File: src/rtl/serializer.sv
// Parallel-to-serial shifter, LSB first, with even/odd parity captured at load; bit 0 is on out one cycle after shift starts.
// Backpressure: shift_en low pauses READY/SHIFT with outputs frozen; data_valid is ignored while busy.
module serializer #(
    parameter int DataWIDTH = 8
) (
    input  logic                 serializer_CLK,
    input  logic                 serializer_RST_ASYN,
    input  logic [DataWIDTH-1:0] serializer_data_in,
    input  logic                 serializer_data_valid,
    input  logic                 serializer_par_type,
    input  logic                 serializer_shift_en,
    output logic                 serializer_out,
    output logic                 serializer_done,
    output logic                 serializer_busy,
    output logic                 serializer_parity
);

    localparam int CntW = $clog2(DataWIDTH);
    localparam logic [CntW-1:0] LAST = CntW'(DataWIDTH - 1);

    typedef enum logic [1:0] {
        IDLE  = 2'd0,
        READY = 2'd1,
        SHIFT = 2'd2
    } state_t;

    state_t               state;
    state_t               state_nxt;
    logic [DataWIDTH-1:0] shreg;
    logic [CntW-1:0]      cnt;
    logic                 par;

    always_ff @(posedge serializer_CLK or negedge serializer_RST_ASYN) begin
        if (!serializer_RST_ASYN) begin
            state <= IDLE;
        end else begin
            state <= state_nxt;
        end
    end

    always_comb begin
        state_nxt = state;
        case (state)
            IDLE:    if (serializer_data_valid) state_nxt = READY;
            READY:   if (serializer_shift_en)   state_nxt = SHIFT;
            SHIFT:   if (serializer_shift_en && cnt == LAST) state_nxt = IDLE;
            default: state_nxt = IDLE;
        endcase
    end

    // Counter saturates at LAST and is cleared on exit, so it never wraps.
    always_ff @(posedge serializer_CLK or negedge serializer_RST_ASYN) begin
        if (!serializer_RST_ASYN) begin
            shreg <= '0;
            cnt   <= '0;
            par   <= 1'b0;
        end else begin
            case (state)
                IDLE: begin
                    if (serializer_data_valid) begin
                        shreg <= serializer_data_in;
                        par   <= (^serializer_data_in) ^ serializer_par_type;
                    end
                end
                READY: begin
                    if (serializer_shift_en) begin
                        cnt <= '0;
                    end
                end
                SHIFT: begin
                    if (serializer_shift_en) begin
                        if (cnt == LAST) begin
                            cnt <= '0;
                        end else begin
                            shreg <= shreg >> 1;
                            cnt   <= cnt + 1'b1;
                        end
                    end
                end
                default: ;
            endcase
        end
    end

    assign serializer_out    = (state == SHIFT) & shreg[0];
    assign serializer_done   = (state == SHIFT) & (cnt == LAST);
    assign serializer_busy   = (state == READY) | (state == SHIFT);
    assign serializer_parity = par;

endmodule
File: config.mk
export PLATFORM = sky130hd
export DESIGN_NAME = serializer
export DESIGN_NICKNAME = d
export VERILOG_FILES = /design/src/rtl/serializer.sv
export SDC_FILE = /design/constraint.sdc
export NUM_CORES = 1
export LEC_CHECK = 0
export CORE_MARGIN = 2
export CORE_UTILIZATION = 53
export CTS_CLUSTER_DIAMETER = 200
export DETAILED_ROUTE_END_ITERATION = 6
export HOLD_SLACK_MARGIN = 0.02
export PLACE_DENSITY_LB_ADDON = 0.1
export SYNTH_ARGS = -nofsm -noshare
export SYNTH_HDL_FRONTEND = slang
export SYNTH_SLANG_ARGS = --single-unit
export TNS_END_PERCENT = 10
File: constraint.sdc
create_clock -name serializer_CLK -period 3.75 [get_ports serializer_CLK]
set_clock_uncertainty 0.1 [all_clocks]
set_input_delay 0.375 -clock serializer_CLK [delete_from_list [all_inputs] [get_ports serializer_CLK]]
set_output_delay 0.375 -clock serializer_CLK [all_outputs]
set_load 0.01 [all_outputs]
==> impl_metrics.json <==
{
  "status": "completed",
  "power.switching_fraction": 0.379,
  "netlist-cell-type-count": 22,
  "number_of_standard_cell_rows_in_the_floorplan": 14,
  "finalInstanceArea_mm2": 0.00104,
  "sum_of_buffers_and_inverters_on_the_critical_path": 2,
  "critical_path.reg2reg.endpoint": "shreg[7]$_DFFE_PN0P_",
  "clock_latency_ns": 0.28,
  "critical_path_depth": 4,
  "r2r_cell_count": 5,
  "clockBufferDepth": 2,
  "finalSetupViolCount": 0,
  "worstSetupStartpoint": "state[0]$_DFFE_PN0P_",
  "endpoint": "serializer_done",
  "grt_start_max_net_pins": 17,
  "ys.warnings.count": 0,
  "ys_seq_area_frac": 0.409,
  "area_growth_pct": 22.1,
  "initial_core_util": 0.568,
  "power_per_cell_area_mw_per_mm2": 679,
  "detail_route.first_pass.iterations": 4,
  "worst-setup-path-type": "reg -> out",
  "postRouteAntennaNets": 0,
  "cts_resized": 0,
  "drt_iter0_drc": 6,
  "sequentialPowerShare": 0.357,
  "drt_drc_violations_left": 0,
  "path_cells": "inv_1 > ha_1 > and2_1 > clkdlybuf4s50_1",
  "mappedNetlistNets": 105,
  "vdd_drop_max_v": 0.000385,
  "post_dp_cell_area_mm2": 0.00101,
  "gr-total-overflow": 0,
  "rr_startpoint": "state[0]$_DFFE_PN0P_",
  "path_max_fanout": 16,
  "fillcell_total": 125,
  "synth-seq-cells": 14,
  "finalHoldWorstSlack_ns": 0.363,
  "cts.htree.levels": 1,
  "power_leakage_nw": 0.458,
  "number_of_primary_i_o_pins": 17,
  "fmax_mhz": 383,
  "port_buffers": 16,
  "synthCells": 86,
  "start_kind": "register",
  "totalWireLength_um": 1490,
  "critical_path.max_stage_delay_ns": 0.60,
  "cts.sinks": 14,
  "post_cts.repair.setup_buffers": 0,
  "grt_usage": 0.189,
  "timing.critical_path.to_type": "output port",
  "tritoncts": "built",
  "maxSlewHeadroom": 0.549,
  "die-height_um": 44.2,
  "cp_slowest_cell": "ha_1",
  "arrival_ns": 2.14,
  "final_period_minus_worst_setup_slack_ns": 2.61,
  "cts.reportedPaths.clkPinSlew_ns": 0.09,
  "syn_avg_cell_area_um2": 9.95,
  "timing.critical_path.max_delay_family": "buffers and inverters",
  "initial_antenna_violation_count": 0,
  "grt_pass1_vias": 634,
  "total_switching_power_mw": 0.269,
  "dieWidth_um": 44.2,
  "setup.reg_to_reg.worst_slack_ns": 1.55,
  "design.core.area_mm2": 0.00151,
  "root_cell_of_the_clock_tree": "clkbuf_4",
  "viasPerCell": 5.39,
  "avgRoutedWirePerCell_um": 12.7,
  "rsz0062_at_grt": "false",
  "pwr-share-comb": 0.491,
  "final_max_slew_viol_count": 0,
  "drv_cap": 0,
  "numCtsBuffers": 3,
  "fp.dieArea_mm2": 0.00195,
  "ctsHoldBuffers": 0,
  "synth.cell_area_um2": 856,
  "insertedDiodeCount": 0,
  "via_count": 636,
  "min_path_type": "in -> async",
  "final_min_period_over_clock_period": 0.697,
  "final_layout_size_suffix_gt1_frac": 0.0588,
  "worst_slew_pin_slew_ns": 0.677,
  "grt_first_pass_wirelength_um": 2680,
  "nNetsFinal": 122,
  "final_replace_weighted_congestion": 0.751,
  "hpwlAfterDp_um": 1180,
  "cp_data_required_time_ns": 3.27,
  "clock_group_share_of_total_power": 0.152,
  "fin_setup_tns_ns": 0,
  "p_int_mw": 0.441,
  "hold_viol_final": 0
}
cells in the final DEF, fill, tap and decap left out, types with 4 or more instances in the layout:
master / netlist / layout
xnor2_1: 4 / 4
nor2_1: 8 / 8
a21oi_1: 7 / 7
inv_1: 7 / 7
clkdlybuf4s50_1: 0 / 16
o21ai_0: 6 / 6
dfrtp_1: 14 / 14
mux2i_1: 9 / 9
ha_1: 6 / 6
logic make-up (layout without fill, tap and decap cells):
kind of cell,after synthesis,count (layout),synth area share
buf+inv,11,27,0.0629
xor+xnor,7,7,0.0877
simple gates,20,20,0.111
flops,14,14,0.409
mux,10,10,0.118
fa+ha+maj,6,6,0.0877
compound gates,18,18,0.123
power by group through the flow:
stage	Sequential (mW)	Clock, mW	Combinational [mW]
detailed placement	0.258	0	0.353
global placement	0.252	0	0.340
floorplan	0.247	0	0.264
finish	0.253	0.108	0.348
global route	0.261	0.118	0.396
CTS	0.255	0.109	0.353
synth_stat cells (all sizes together):
cell type	n	area (µm²)
dfrtp	14	350
mux2i	9	90.1
a21oi	8	43.8
nor2	8	30.0
inv	7	26.3
o21ai	7	35.0
ha	6	75.1
buf	4	27.5
xnor2	4	35.0
a22o	3	26.3
nand2	3	11.3
nand3	3	15.0
and2	2	12.5
nand2b	2	12.5
xor2	2	17.5
mux2	1	11.3
nand3b	1	7.51
nor2b	1	6.26
xnor3	1	22.5
final cells by class:
| class | count | area [µm²] | area share |
|---|---|---|---|
| well taps | 16 | 20.0 | 0.0192 |
| multi-input cells | 61 | 452 | 0.432 |
| clock buffers | 4 | 36.3 | 0.0347 |
| flip-flops and latches | 14 | 350 | 0.335 |
| inverters | 7 | 26.3 | 0.0251 |
| repair buffers | 16 | 160 | 0.153 |
sequential cells by signal, indices dropped and copies added, names as in the netlist:
register,count
shreg,8
cnt,3
serializer_parity,1
state,2
worst min path at each step:
stage | from | cells after the start | to | slack, ns
2_1_floorplan | serializer_RST_ASYN | 0 | cnt[0]$_DFFE_PN0P_ | -0.02
3_3_place_gp | serializer_parity$_DFFE_PN0P_ | 2 | serializer_parity$_DFFE_PN0P_ | 0.37
3_5_place_dp | serializer_parity$_DFFE_PN0P_ | 2 | serializer_parity$_DFFE_PN0P_ | 0.42
4_1_cts | serializer_RST_ASYN | 1 | shreg[3]$_DFFE_PN0P_ | 0.40
5_1_grt | serializer_RST_ASYN | 1 | shreg[3]$_DFFE_PN0P_ | 0.42
6_report | serializer_RST_ASYN | 1 | shreg[3]$_DFFE_PN0P_ | 0.36
per-layer routing:
metal | GRT usage | wire (µm)
met4 | 0.0545 | 6
met2 | 0.353 | 773
met3 | 0.0245 | 56
met1 | 0.225 | 657
met5 | 0 | 0
metrics by stage:
stage | cells | util | worst slack [ns] | power (mW)
3_3_place_gp | 114 | 0.669 | 1.46 | 0.592
5_1_grt | 118 | 0.694 | 0.962 | 0.775
3_5_place_dp | 114 | 0.669 | 1.44 | 0.610
6_report | 118 | 0.694 | 1.14 | 0.709
4_1_cts | 118 | 0.694 | 1.13 | 0.717
2_1_floorplan | 86 | - | 2.08 | 0.511
(Power assumes the default switching activity.)
